[src/rtl/expr_emitter_if.sv]
// ----------------------------------------------------------------------------
// expr_emitter_if
//   Character stream link between the expression emitter and its sink.
//   ch        : ASCII character presented by the emitter
//   ch_valid  : ch is valid
//   ch_ready  : sink accepts ch; a transfer happens when both are high at an edge
//   master    : emitter side (drives ch/ch_valid, samples ch_ready)
//   slave     : sink side
// ----------------------------------------------------------------------------
interface expr_emitter_if;
    logic [7:0] ch;
    logic       ch_valid;
    logic       ch_ready;

    modport master (output ch, output ch_valid, input  ch_ready);
    modport slave  (input  ch, input  ch_valid, output ch_ready);
endinterface

[src/rtl/expr_emitter.sv]
// ----------------------------------------------------------------------------
// expr_emitter
//   Serialises a compact expression descriptor (digits, '+'/'*' operators and
//   one optional parenthesised group) into an ASCII stream, one byte per
//   accepted handshake.
//
//   Ports
//     clk, clr_n        : clock, asynchronous active-low reset
//     start             : load request, sampled only while idle
//     term_cnt          : number of terms (1..MAX_TERMS)
//     digits            : term i value in digits[4i+3:4i] (0..9)
//     ops               : bit i = operator after term i (0 '+', 1 '*')
//     grp_start/grp_len : first term / length of the parenthesised group
//     busy              : a descriptor is being emitted
//     done              : one-cycle pulse after the final transfer
//     err               : one-cycle pulse after a rejected start
//     tx                : character stream (expr_emitter_if.master)
//
//   Build option
//     EXPR_EMITTER_TERM_EN : append a line-feed (0x0A) terminator to each
//                            stream; done then follows the terminator.
// ----------------------------------------------------------------------------
module expr_emitter #(
    parameter int MAX_TERMS = 8
) (
    input  logic                   clk,
    input  logic                   clr_n,
    input  logic                   start,
    input  logic [3:0]             term_cnt,
    input  logic [4*MAX_TERMS-1:0] digits,
    input  logic [MAX_TERMS-1:0]   ops,
    input  logic [3:0]             grp_start,
    input  logic [3:0]             grp_len,
    output logic                   busy,
    output logic                   done,
    output logic                   err,
    expr_emitter_if.master         tx
);

    // EMIT is split into per-character sub-states; the state register names
    // the character currently held in ch_q, idx_q names its term.
    localparam logic [2:0] S_IDLE  = 3'd0;
    localparam logic [2:0] S_OPEN  = 3'd1;
    localparam logic [2:0] S_DIGIT = 3'd2;
    localparam logic [2:0] S_CLOSE = 3'd3;
    localparam logic [2:0] S_OP    = 3'd4;
`ifdef EXPR_EMITTER_TERM_EN
    localparam logic [2:0] S_TERM  = 3'd5;
    localparam logic [2:0] S_END   = S_TERM;
`else
    localparam logic [2:0] S_END   = S_IDLE;
`endif

    localparam logic [3:0] MAXT = 4'(MAX_TERMS);

    logic [2:0]             st_q,   st_d;
    logic [3:0]             idx_q,  idx_d;
    logic [7:0]             ch_q,   ch_d;
    logic                   vld_q,  vld_d;
    logic                   busy_q, busy_d;
    logic                   done_q, done_d;
    logic                   err_q,  err_d;

    // Latched descriptor, held for the whole stream
    logic [3:0]             tc_q, gs_q, gl_q;
    logic [4*MAX_TERMS-1:0] dig_q;
    logic [MAX_TERMS-1:0]   ops_q;

    logic                   dig_ok, desc_ok, load, open0;
    logic [4:0]             grp_end;
    logic [2:0]             nxt_st;
    logic [3:0]             nxt_idx;
    logic                   last, close_here, open_next;
    logic [3:0]             nxt_dig;
    logic                   nxt_op;

    function automatic logic [7:0] char_of(input logic [2:0] st, input logic [3:0] d,
                                           input logic op);
        case (st)
            S_OPEN:  char_of = 8'h28;
            S_DIGIT: char_of = 8'h30 + {4'h0, d};
            S_CLOSE: char_of = 8'h29;
            S_OP:    char_of = op ? 8'h2A : 8'h2B;
`ifdef EXPR_EMITTER_TERM_EN
            S_TERM:  char_of = 8'h0A;
`endif
            default: char_of = 8'h00;
        endcase
    endfunction

    // ---------------- descriptor check (raw inputs, idle only) --------------
    always_comb begin
        dig_ok = 1'b1;
        for (int k = 0; k < MAX_TERMS; k++)
            if (k[3:0] < term_cnt && digits[4*k +: 4] > 4'd9) dig_ok = 1'b0;
    end

    // 5-bit sum so a large start+len cannot wrap back into range
    assign grp_end = {1'b0, grp_start} + {1'b0, grp_len};
    assign desc_ok = (term_cnt != 4'd0) && (term_cnt <= MAXT) && dig_ok &&
                     ((grp_len == 4'd0) || (grp_end <= {1'b0, term_cnt}));
    assign load    = (st_q == S_IDLE) && start && desc_ok;
    assign open0   = (grp_len != 4'd0) && (grp_start == 4'd0);

    // ---------------- successor of the character being presented ------------
    // Phases whose condition is false are skipped here, so the next character
    // is ready in ch_d on the transfer edge with no bubble.
    assign last       = ({1'b0, idx_q} + 5'd1) == {1'b0, tc_q};
    assign close_here = (gl_q != 4'd0) &&
                        ({1'b0, idx_q} == ({1'b0, gs_q} + {1'b0, gl_q} - 5'd1));
    assign open_next  = (gl_q != 4'd0) && ((idx_q + 4'd1) == gs_q);

    always_comb begin
        nxt_st  = S_IDLE;
        nxt_idx = idx_q;
        case (st_q)
            S_OPEN:  nxt_st = S_DIGIT;
            S_DIGIT: nxt_st = close_here ? S_CLOSE : (last ? S_END : S_OP);
            S_CLOSE: nxt_st = last ? S_END : S_OP;
            S_OP: begin
                nxt_idx = idx_q + 4'd1;
                nxt_st  = open_next ? S_OPEN : S_DIGIT;
            end
            default: nxt_st = S_IDLE;
        endcase
    end

    always_comb begin
        nxt_dig = 4'd0;
        nxt_op  = 1'b0;
        for (int k = 0; k < MAX_TERMS; k++) begin
            if (k[3:0] == nxt_idx) begin
                nxt_dig = dig_q[4*k +: 4];
                nxt_op  = ops_q[k];
            end
        end
    end

    // ---------------- next-state ----------------
    always_comb begin
        st_d   = st_q;
        idx_d  = idx_q;
        ch_d   = ch_q;
        vld_d  = vld_q;
        busy_d = busy_q;
        done_d = 1'b0;
        err_d  = 1'b0;
        if (st_q == S_IDLE) begin
            if (start && !desc_ok) begin
                err_d = 1'b1;
            end else if (load) begin
                idx_d  = 4'd0;
                st_d   = open0 ? S_OPEN : S_DIGIT;
                ch_d   = open0 ? 8'h28 : (8'h30 + {4'h0, digits[3:0]});
                vld_d  = 1'b1;
                busy_d = 1'b1;
            end
        end else if (vld_q && tx.ch_ready) begin
            st_d  = nxt_st;
            idx_d = nxt_idx;
            if (nxt_st == S_IDLE) begin
                vld_d  = 1'b0;
                busy_d = 1'b0;
                done_d = 1'b1;
                ch_d   = 8'h00;
            end else begin
                ch_d = char_of(nxt_st, nxt_dig, nxt_op);
            end
        end
    end

    always_ff @(posedge clk or negedge clr_n) begin
        if (!clr_n) begin
            st_q   <= S_IDLE;
            idx_q  <= 4'd0;
            ch_q   <= 8'h00;
            vld_q  <= 1'b0;
            busy_q <= 1'b0;
            done_q <= 1'b0;
            err_q  <= 1'b0;
            tc_q   <= 4'd0;
            gs_q   <= 4'd0;
            gl_q   <= 4'd0;
            dig_q  <= '0;
            ops_q  <= '0;
        end else begin
            st_q   <= st_d;
            idx_q  <= idx_d;
            ch_q   <= ch_d;
            vld_q  <= vld_d;
            busy_q <= busy_d;
            done_q <= done_d;
            err_q  <= err_d;
            if (load) begin
                tc_q  <= term_cnt;
                gs_q  <= grp_start;
                gl_q  <= grp_len;
                dig_q <= digits;
                ops_q <= ops;
            end
        end
    end

    assign tx.ch       = ch_q;
    assign tx.ch_valid = vld_q;
    assign busy        = busy_q;
    assign done        = done_q;
    assign err         = err_q;

endmodule

[src/flat_wrapper.sv]
// flat-port wrapper written by rule: the top's interface ports become plain ports
module expr_emitter_flat 
#(
    parameter int MAX_TERMS = 8
)
  (clk, clr_n, start, term_cnt, digits, ops, grp_start, grp_len, busy, done, err, tx_ch, tx_ch_valid, tx_ch_ready);
  expr_emitter_if tx_i ();
  input  logic clk;
  input  logic clr_n;
  input  logic start;
  input  logic [3:0] term_cnt;
  input  logic [4*MAX_TERMS-1:0] digits;
  input  logic [MAX_TERMS-1:0] ops;
  input  logic [3:0] grp_start;
  input  logic [3:0] grp_len;
  output logic busy;
  output logic done;
  output logic err;
  output wire logic [$bits(tx_i.ch)-1:0] tx_ch;
  output wire logic [$bits(tx_i.ch_valid)-1:0] tx_ch_valid;
  input wire logic [$bits(tx_i.ch_ready)-1:0] tx_ch_ready;
  assign tx_ch = tx_i.ch;
  assign tx_ch_valid = tx_i.ch_valid;
  assign tx_i.ch_ready = tx_ch_ready;
  expr_emitter #(.MAX_TERMS(MAX_TERMS)) u_core (.clk(clk), .clr_n(clr_n), .start(start), .term_cnt(term_cnt), .digits(digits), .ops(ops), .grp_start(grp_start), .grp_len(grp_len), .busy(busy), .done(done), .err(err), .tx(tx_i));
endmodule
[config.mk]
export PLATFORM = sky130hd
export DESIGN_NAME = expr_emitter_flat
export DESIGN_NICKNAME = d
export VERILOG_FILES = /design/src/rtl/expr_emitter_if.sv /design/src/rtl/expr_emitter.sv /design/src/flat_wrapper.sv
export SDC_FILE = /design/constraint.sdc
export NUM_CORES = 1
export LEC_CHECK = 0
export CORE_UTILIZATION = 54
export DETAILED_ROUTE_END_ITERATION = 7
export PLACE_DENSITY = 0.9
export SLEW_MARGIN = 10
export SYNTH_ARGS = -nofsm -noshare
export SYNTH_HDL_FRONTEND = slang
export SYNTH_SLANG_ARGS = --single-unit
[constraint.sdc]
create_clock -name clk -period 3.94 [get_ports clk]
set_input_delay 0.394 -clock clk [delete_from_list [all_inputs] [get_ports clk]]
set_output_delay 0.394 -clock clk [all_outputs]
set_load 0.02 [all_outputs]
==> results.md, run 1 <==
- Logic pwr share: 45.7%
- Layout cells sized above 1: 6.85%
- DRT Pass-1 Iters: 4
- Clock Skew: 7.15 ps
- CP max stage cell: a2111oi_2
- Total Nets Final: 554
- Post-synth top area share: 40.0%
- Mean number of vias per cell: 6.15
- Crit path required time: 4170 ps
- Register area share after synthesis: 40.0%
- Post-synth EDFFs: 0
- Crit Path Class: flip-flop to flip-flop
- CP Buf/Inv Count: 3
- Final hold violation count: 0
- Num ports: 68
- P_sw: 1.24 mW
- Die width: 90.8 um
- Clock tree buffer depth: 2
- Unrepaired setup endpoints after global routing: false
- Cells along the critical path: inv_1, ha_1, inv_1, ha_1, inv_1, fa_1, xnor2_1, or4_1, a2111oi_2, nand3b_1, a2111o_1, and4_1, a2bb2oi_1
- CP max FO: 4
- Antenna violations before repair: 0
- FF-to-FF setup slack: 550 ps
- # port buffers: 65
- Slew Limit Headroom: 49.1%
- Top_reg_cell synth: dfrtp_1
- CTS root buf: clkbuf_8
- Worst reg2reg path endpoint: u_core.tx.ch[0]
- Global-route usage over all layers: 27.5%
- Mean post-synth cell area: 10.1 um^2
- Clock transition at the registers of the reported paths: 80 ps
- Internal Power: 1.99 mW
- Clk pwr share: 15.6%
- Fmax: 295 MHz
- TritonCTS clock tree: yes
- CP dominant cell by count: inv_1
- Post-DP HPWL: 7810 um
- Net Sw Frac: 38.5%
- Routed WL: 10500 um
- CORE AREA: 7450 um^2
- Setup Buffers After CTS: 0
- Max Cap Violations: 0
- Cts hold-fix bufs: 0
- Worst path max stage delay: 530 ps
- Clock sinks: 68
- Total grt overflow: 0
- Cells after Synth: 423
- # diodes: 0
- Core Rows: 31
- Post_cts resized: 0
- Type of the worst min-delay path: input pin to async pin
- Pwr dens: 631 nW/um^2
- Fin. max-slew vios: 0
- Synth Cell Area: 4250 um^2
- First-pass GRT wire length: 17800 um
- Htree depth: 3
- Synth-to-layout area growth: 20.5%
- Dpl ws: 309 ps
- Die Area: 8240 um^2
- WP data arrival: 3620 ps
- Endpoints failing setup: 0
- DRT antenna net count: 0
- Peak supply drop: 364 uV
- Netlist cell types: 64
- Setup ws final: 553 ps
- Worst flop-to-flop path startpoint: u_core.gs_q[1]
- Placer Congestion: 0.941
- CP delay by family, top: simple AND/OR/NAND/NOR gates
- Worst path depth: 13
- Setup TNS: 0 ps
- Leak: 2.26 nW
- Vias in the first global route: 3710
- Sequential power share: 38.7%
- Outcome: complete, no violations
- Drt wl/cell: 18.1 um
- Period utilization: 86.0%
- Initial Util: 57.1%
- Final Hold Slack: 124 ps
- Yosys Warn Count: 0
- R2R cell count: 13
- Iter 0 DRT Violations: 270
- CTS Buf Count: 9
- Drc violations: 0
- Most frequent cells after synthesis: dfrtp_1 (68), mux2_1 (42), nand2_1 (27)
- Critical Path Start Type: flip-flop
- DR vias: 3572
- Die height: 90.8 um
- Worst-Margin Slew: 764 ps
- Synth Register Bits: 68
- Top-count cell post-synth: dfrtp_1
- Async SR Flop Fraction: 100%
- Clk Latency, worst-skew pair: 340 ps
- Worst Setup End Kind: flip-flop
- Largest net degree at the start of global routing: 46
- Synth top area cells: dfrtp_1 (40%), mux2_1 (11%), ha_1 (4.7%), xnor2_1 (2.5%), nand2_1 (2.4%)
- Post-synth top area cell: dfrtp_1
- Final worst path period need: 3390 ps
[per-layer routing]
metal | GRT usage (%) | vias to the layer above | share of wire, %
li1 | - | 1655 | -
met1 | 34.3 | 1721 | 40
met2 | 44.7 | 158 | 49
met3 | 4.80 | 38 | 5.9
met4 | 16.5 | 0 | 4.5
met5 | 0 | - | 0
[power by group through the flow]
stage / clock network (mW) / logic (mW) / registers [mW]
floorplan: 0 / 1.06 / 1.19
global placement: 0 / 1.39 / 1.23
detailed placement: 0 / 1.47 / 1.25
CTS: 0.508 / 1.48 / 1.24
global route: 0.537 / 1.63 / 1.28
finish: 0.503 / 1.48 / 1.25
[sequential cells by signal, indices dropped and copies added, names as in the netlist]
name and flops:
u_core.ops_q 8, u_core.tx.ch 6, u_core.tx.ch_valid 1, u_core.st_q 3
u_core.dig_q 32, u_core.done 1, u_core.idx_q 4, u_core.tc_q 4
u_core.gl_q 4, u_core.gs_q 4, u_core.err 1
[through the flow]
stage | utilization (%) | power (mW) | instance area (um^2) | cells
2_1_floorplan | - | 2.25 | 4260 | 424
3_3_place_gp | 66.6 | 2.62 | 4960 | 568
3_5_place_dp | 66.6 | 2.72 | 4960 | 568
4_1_cts | 68.8 | 3.23 | 5120 | 581
5_1_grt | 68.8 | 3.45 | 5120 | 581
6_report | 68.8 | 3.23 | 5120 | 581
[final cells by class]
type | instances | area [um^2]
Sequential cell | 68 | 1700
Clock inverter | 2 | 12.5
Fill cell | 554 | 2320
Inverter | 26 | 97.6
Multi-Input combinational cell | 302 | 2320
Timing Repair Buffer | 73 | 718
Clock buffer | 11 | 151
Tap cell | 99 | 124
[worst max-delay path by stage]
stage                        start          endpoint  slack [ps]
floorplan             grp_start[0]  u_core.dig_q[10]         960
global placement      grp_start[1]  u_core.dig_q[26]         430
detailed placement      grp_len[1]   u_core.tx.ch[1]         310
CTS                 u_core.gs_q[1]   u_core.tx.ch[0]         550
global route        u_core.gs_q[1]   u_core.tx.ch[3]         290
finish              u_core.gs_q[1]   u_core.tx.ch[0]         550
[layout by cell type (no fill, tap or decap), drive strengths merged, types with 3 or more instances in the layout]
master and instances:
nor2b 8, o22a 3, a211oi 4, o211ai 7, xor2 7, o21ai 30
nand4 3, or3 5, or4 4, mux2i 10, xnor2 12, nand4b 4
inv 26, nor3b 5, nor3 10, clkdlybuf4s50 64, nand3 9, a221oi 4
nor4 3, nor2 18, o22ai 4, a211o 3, buf 9, mux2 46
and3 4, clkbuf 11, a21o 7, nand2 27, ha 16, and2 4
a21oi 9, dfrtp 68
[worst register-to-register path, delay by kind of cell (launching register included)]
kind,cells,cell delay (ps)
compound gates,3,730
fa+ha+maj,3,900
buf+inv,3,180
flops,1,370
xor+xnor,1,140
simple gates,3,950
[kinds of logic (layout without fill, tap and decap cells)]
logic type,count (synthesis),count (layout),share of synthesized area [%]
simple gates,115,115,14.9
buf+inv,54,112,5.68
mux,57,57,15.1
compound gates,91,91,14.7
flops,68,68,40.0
xor+xnor,19,19,3.91
fa+ha+maj,18,18,5.65
other cells,1,2,0.0882
(Power assumes the default switching activity.)
==> inputs of run 2 (changes only) <==
--- a/config.mk
+++ b/config.mk
@@ -6,7 +6,9 @@
 export NUM_CORES = 1
 export LEC_CHECK = 0
 export CORE_UTILIZATION = 54
+export CTS_CLUSTER_SIZE = 30
 export DETAILED_ROUTE_END_ITERATION = 7
+export MAX_ROUTING_LAYER = met4
 export PLACE_DENSITY = 0.9
 export SLEW_MARGIN = 10
 export SYNTH_ARGS = -nofsm -noshare
==> run 2 against run 1 <==
Core utilization up 1.0 points. Flip-flop and latch count stayed put. Via count rose by 1.9%. Sequential share of layout area fell by 0.48 points. Non-clock buffer count did not move. Count of clock-buffer cells in the layout decreased by 1. Critical path depth unchanged. Critical endpoint is now u_core.tx.ch[3]. Largest cell class unchanged.
==> results.md, run 2 (synthesis gave the netlist of run 1 again) <==
- Outcome: complete, no violations
- Worst path max stage delay: 510 ps
- First-pass GRT wire length: 17900 um
- Antenna violations before repair: 0
- Peak supply drop: 399 uV
- CTS root buf: clkbuf_8
- Most common cell after layout, fill and taps aside: dfrtp_1
- Critical Path Start Type: flip-flop
- Synth-to-layout area growth: 22.2%
- Layout cells sized above 1: 7.22%
- Vias in the first global route: 3694
- Crit Path Class: flip-flop to flip-flop
- Placer Congestion: 0.958
- Logic pwr share: 42.8%
- Num ports: 68
- Clock sinks: 68
- Total Nets Final: 554
- Die width: 90.8 um
- Leak: 2.29 nW
- P_sw: 1.28 mW
- Clock Skew: 5.95 ps
- Unrepaired setup endpoints after global routing: false
- # diodes: 0
- Sequential power share: 36.7%
- Clk pwr share: 20.5%
- DRT Pass-1 Iters: 5
- Type of the worst min-delay path: input pin to async pin
- CP max stage cell: a2111oi_2
- Total grt overflow: 0
- Max reg flops: 32
- # port buffers: 65
- Pwr dens: 661 nW/um^2
- Clk Latency, worst-skew pair: 350 ps
- R2R cell count: 13
- Drc violations: 0
- DRT antenna net count: 0
- DR vias: 3641
- CORE AREA: 7450 um^2
- CTS Buf Count: 9
- Crit path required time: 4210 ps
- Post_cts resized: 0
- Drt wl/cell: 18.3 um
- Worst-Margin Slew: 823 ps
- Fmax: 301 MHz
- Fin. max-slew vios: 0
- Biggest register: u_core.dig_q
- Most frequent cells in the layout: dfrtp_1 (68), clkdlybuf4s50_1 (64), mux2_1 (42)
- CP max FO: 4
- Setup TNS: 0 ps
- Global-route usage over all layers: 28.7%
- Die Area: 8240 um^2
- Max Cap Violations: 0
- DP Area: 4960 um^2
- Htree depth: 3
- Routed WL: 10700 um
- Internal Power: 2.16 mW
- Net Sw Frac: 37.2%
- Setup Buffers After CTS: 0
- Initial Util: 57.1%
- Design Area, Final: 5200 um^2
- Clock transition at the registers of the reported paths: 80 ps
- Fillers: 536
- Cells along the critical path: inv_1, ha_1, inv_1, ha_1, inv_1, fa_1, xnor2_1, or4_1, a2111oi_2, nor3b_1, a211oi_1, mux2i_1, a31oi_1
- Clock tree buffer depth: 2
- TritonCTS clock tree: yes
- Iter 0 DRT Violations: 231
- Core Rows: 31
- Final worst path period need: 3330 ps
- Period utilization: 84.4%
- Endpoints failing setup: 0
- Slew Limit Headroom: 45.1%
- Post-DP HPWL: 7680 um
- WP data arrival: 3590 ps
- Mean number of vias per cell: 6.23
- Die height: 90.8 um
- CP dominant cell by count: inv_1
- Cts hold-fix bufs: 0
- Worst Setup End Kind: flip-flop
- Largest net degree at the start of global routing: 46
- Final hold violation count: 0
-- run 2: power groups by stage --
stage	combinational, mW	clock (mW)	sequential [mW]
5_1_grt	1.63	0.744	1.29
4_1_cts	1.47	0.706	1.25
6_report	1.47	0.704	1.26
3_3_place_gp	1.38	0	1.23
3_5_place_dp	1.45	0	1.25
2_1_floorplan	1.06	0	1.19
-- run 2: worst max-delay path: cells and delay by family, from the launching register on --
| kind | cells | cell delay, ps |
|---|---|---|
| adders and majority gates | 3 | 890 |
| AOI/OAI and AO/OA | 3 | 880 |
| and+or+nand+nor | 2 | 650 |
| DFF | 1 | 370 |
| buffers and inverters | 3 | 180 |
| xor gates and xnor gates | 1 | 140 |
| muxes | 1 | 120 |
-- run 2: worst paths after layout --
path,startpoint,endpoint,slack (ps)
setup / recovery,u_core.gs_q[1],u_core.tx.ch[3],610
hold / removal,clr_n,u_core.dig_q[31],140
setup reg to reg,u_core.gs_q[1],u_core.tx.ch[3],610
hold reg to reg,u_core.dig_q[28],u_core.dig_q[28],490
max in group asynchronous,clr_n,u_core.dig_q[0],2840
min in group clk,u_core.dig_q[28],u_core.dig_q[28],490
-- run 2: area by class of cell --
cell class / instances / area [um^2] / area share, %
multi-input combinational: 302 / 2320 / 44.6
sequential: 68 / 1700 / 32.7
timing repair buffer: 73 / 718 / 13.8
clock buffer: 10 / 128 / 2.45
tap: 99 / 124 / 2.38
clock inverter: 6 / 111 / 2.14
inverter: 26 / 97.6 / 1.88
-- run 2: through the flow --
| step | total power, mW | std cells | utilization (%) | setup WS [ps] | hold slack (ps) |
|---|---|---|---|---|---|
| global route | 3.66 | 584 | 69.8 | 333 | 176 |
| detailed placement | 2.71 | 568 | 66.6 | 328 | 477 |
| floorplan | 2.25 | 424 | - | 956 | 98.4 |
| finish | 3.44 | 584 | 69.8 | 614 | 139 |
| global placement | 2.62 | 568 | 66.6 | 476 | 472 |
| CTS | 3.43 | 584 | 69.8 | 618 | 154 |
-- run 2: metal layers --
metal  global-route usage, %  share of wire, %  up-vias
li1                        -                 -     1646
met1                    35.0                41     1791
met2                    44.8                48      161
met3                    5.64               6.2       43
met4                    15.6               4.8        0
met5                       -                 0        -
==> inputs of run 3 (changes only) <==
--- a/config.mk
+++ b/config.mk
@@ -5,11 +5,11 @@
 export SDC_FILE = /design/constraint.sdc
 export NUM_CORES = 1
 export LEC_CHECK = 0
-export CORE_UTILIZATION = 54
+export CORE_UTILIZATION = 49
 export CTS_CLUSTER_SIZE = 30
 export DETAILED_ROUTE_END_ITERATION = 7
 export MAX_ROUTING_LAYER = met4
-export PLACE_DENSITY = 0.9
+export PLACE_DENSITY = 0.87
 export SLEW_MARGIN = 10
 export SYNTH_ARGS = -nofsm -noshare
 export SYNTH_HDL_FRONTEND = slang
==> constraint.sdc (replaced) <==
create_clock -name clk -period 2.9 [get_ports clk]
set_input_delay 0.29 -clock clk [delete_from_list [all_inputs] [get_ports clk]]
set_output_delay 0.29 -clock clk [all_outputs]
set_load 0.02 [all_outputs]
==> run 3 against run 2 <==
The run now ends with negative setup slack left. Flip-flop and latch count is the same. Final area grew 13%. Via count grew 13%. Global-route usage grew 1.8 points. Wire length grew 28%. Critical path type unchanged. Largest cell class unchanged. Largest power group unchanged. Highest routed layer unchanged.
==> results.md, run 3 (synthesis gave the netlist of run 1 again) <==
- Post-DP HPWL: 8440 um
- Layout cells sized above 1: 24.3%
- Global-route usage over all layers: 30.5%
- Synth-to-layout area growth: 37.6%
- Clock tree buffer depth: 2
- Crit path required time: 3130 ps
- Mean number of vias per cell: 6.40
- CTS Buf Count: 9
- Worst path max stage delay: 480 ps
- Die Area: 9060 um^2
- Pwr Total: 5.01 mW
- # port buffers: 65
- TritonCTS clock tree: yes
- Most common cell after layout, fill and taps aside: dfrtp_1
- CORE AREA: 8300 um^2
- CP delay by family, top: simple AND/OR/NAND/NOR gates
- Setup ws final: -121 ps
- Final worst path period need: 3020 ps
- Drc violations: 0
- Leak: 2.61 nW
- Worst-Margin Slew: 599 ps
- Dpl ws: -520 ps
- DR vias: 4121
- Final Non-Filler Cells: 644
- Die width: 95.2 um
- Slew Limit Headroom: 60.1%
- Initial Util: 51.3%
- Max reg flops: 32
- Clock Skew: 9.34 ps
- Fillers: 545
- Type of the worst min-delay path: input pin to async pin
- Final hold violation count: 0
- DRT antenna net count: 0
- Finished Core Util: 70.5%
- Worst Setup End Kind: flip-flop
- Vias in the first global route: 4100
- Antenna violations before repair: 0
- CP max stage cell: fa_1
- Most frequent cells in the layout: dfrtp_1 (68), clkdlybuf4s50_1 (56), buf_4 (51)
- Pwr dens: 855 nW/um^2
- WP data arrival: 3250 ps
- Outcome: complete, but fails checks
- Critical Path Start Type: flip-flop
- Fin. max-slew vios: 0
- Clk Latency, worst-skew pair: 350 ps
- Core Rows: 33
- Biggest register: u_core.dig_q
- CP Buf/Inv Count: 3
- Iter 0 DRT Violations: 388
- Die height: 95.2 um
- First-pass GRT wire length: 20000 um
- Clock transition at the registers of the reported paths: 70 ps
- Fmax: 331 MHz
- Clock sinks: 68
- Routed WL: 13800 um
- Peak supply drop: 510 uV
- # diodes: 0
- DRT Pass-1 Iters: 5
- Endpoints failing setup: 7
- Htree depth: 3
- Cells along the critical path: inv_2, ha_4, inv_4, ha_4, inv_2, fa_1, xnor2_1, or4_4, a2111oi_4, nand3b_1, a2111o_1, and4_1, a2bb2oi_1
- Largest net degree at the start of global routing: 66
- Unrepaired setup endpoints after global routing: true
- Period utilization: 104%
- Max Cap Violations: 0
- Num ports: 68
- Drt wl/cell: 21.4 um
- CTS root buf: clkbuf_8
- CP max FO: 4
- Crit Path Class: flip-flop to flip-flop
- Total Nets Final: 610
- Failing checks: negative setup slack
- Total grt overflow: 0
- Placed Cells incl. Taps: 611
- Placer Congestion: 0.928
-- run 3: cell count changes in the layout (fill, tap and decap cells not counted), moves of 4 or more --
cell | previous run | this run
mux2_4 | 0 | 16
mux2_1 | 42 | 26
o21ai_2 | 0 | 4
inv_2 | 0 | 5
ha_4 | 0 | 5
inv_1 | 26 | 20
ha_1 | 16 | 9
clkdlybuf4s50_1 | 64 | 56
clkbuf_2 | 0 | 4
buf_12 | 1 | 8
buf_4 | 7 | 51
-- run 3: stage by stage --
stage | TNS [ps] | hold WS (ps) | instance area, um^2
after floorplan | 0 | -5.59 | 4270
after global placement | -24000 | 107 | 5270
after detailed placement | -29360 | 110 | 5270
after CTS | -636 | 275 | 5740
after global routing | -1380 | 284 | 5850
final | -409 | 278 | 5850
-- run 3: metal layers --
metal,global-route usage [%],up-vias,part of all wire [%]
met3,6.06,88,8.2
met5,-,-,0
met4,21.5,0,6.1
met1,33.2,1989,36
li1,-,1756,-
met2,49.8,288,50
-- run 3: timing repair --
item / 4_1_cts / 5_1_grt
setup endpoints to repair: 64 / 66
gates cloned: 3 / 0
gates resized for setup: 38 / 44
pin swaps: 21 / 16
endpoints found under the hold margin: 3 / 0
buffers inserted: 10 / 10
hold buffers: 1 / 0
-- run 3: final timing paths --
| check | startpoint | endpoint | slack (ps) | cells past startpoint |
|---|---|---|---|---|
| max reg2reg | u_core.gs_q[1] | u_core.tx.ch[0] | -120 | 13 |
| min | clr_n | u_core.ops_q[0] | 280 | 2 |
| min reg2reg | u_core.dig_q[21] | u_core.dig_q[21] | 500 | 1 |
| max | u_core.gs_q[1] | u_core.tx.ch[0] | -120 | 13 |
| max in group asynchronous | clr_n | u_core.gs_q[1] | 2070 | 3 |
| min in group clk | grp_len[0] | u_core.gl_q[0] | 280 | 4 |
-- run 3: cell type report --
class | instances | area (um^2) | share of cell area [%]
clock buffers | 12 | 145 | 2.48
clock inverters | 2 | 12.5 | 0.214
inverters | 26 | 100 | 1.71
multi-input cells | 302 | 2520 | 43.1
flip-flops and latches | 68 | 1700 | 29.1
well taps | 105 | 131 | 2.24
repair buffers | 129 | 1240 | 21.2
-- run 3: where the power goes --
| group | switching [mW] | internal [mW] | total, mW | leakage, nW |
|---|---|---|---|---|
| clock | 0.347 | 0.323 | 0.671 | 0.0783 |
| sequential | 0.325 | 1.37 | 1.69 | 0.860 |
| combinational | 1.30 | 1.34 | 2.64 | 1.67 |
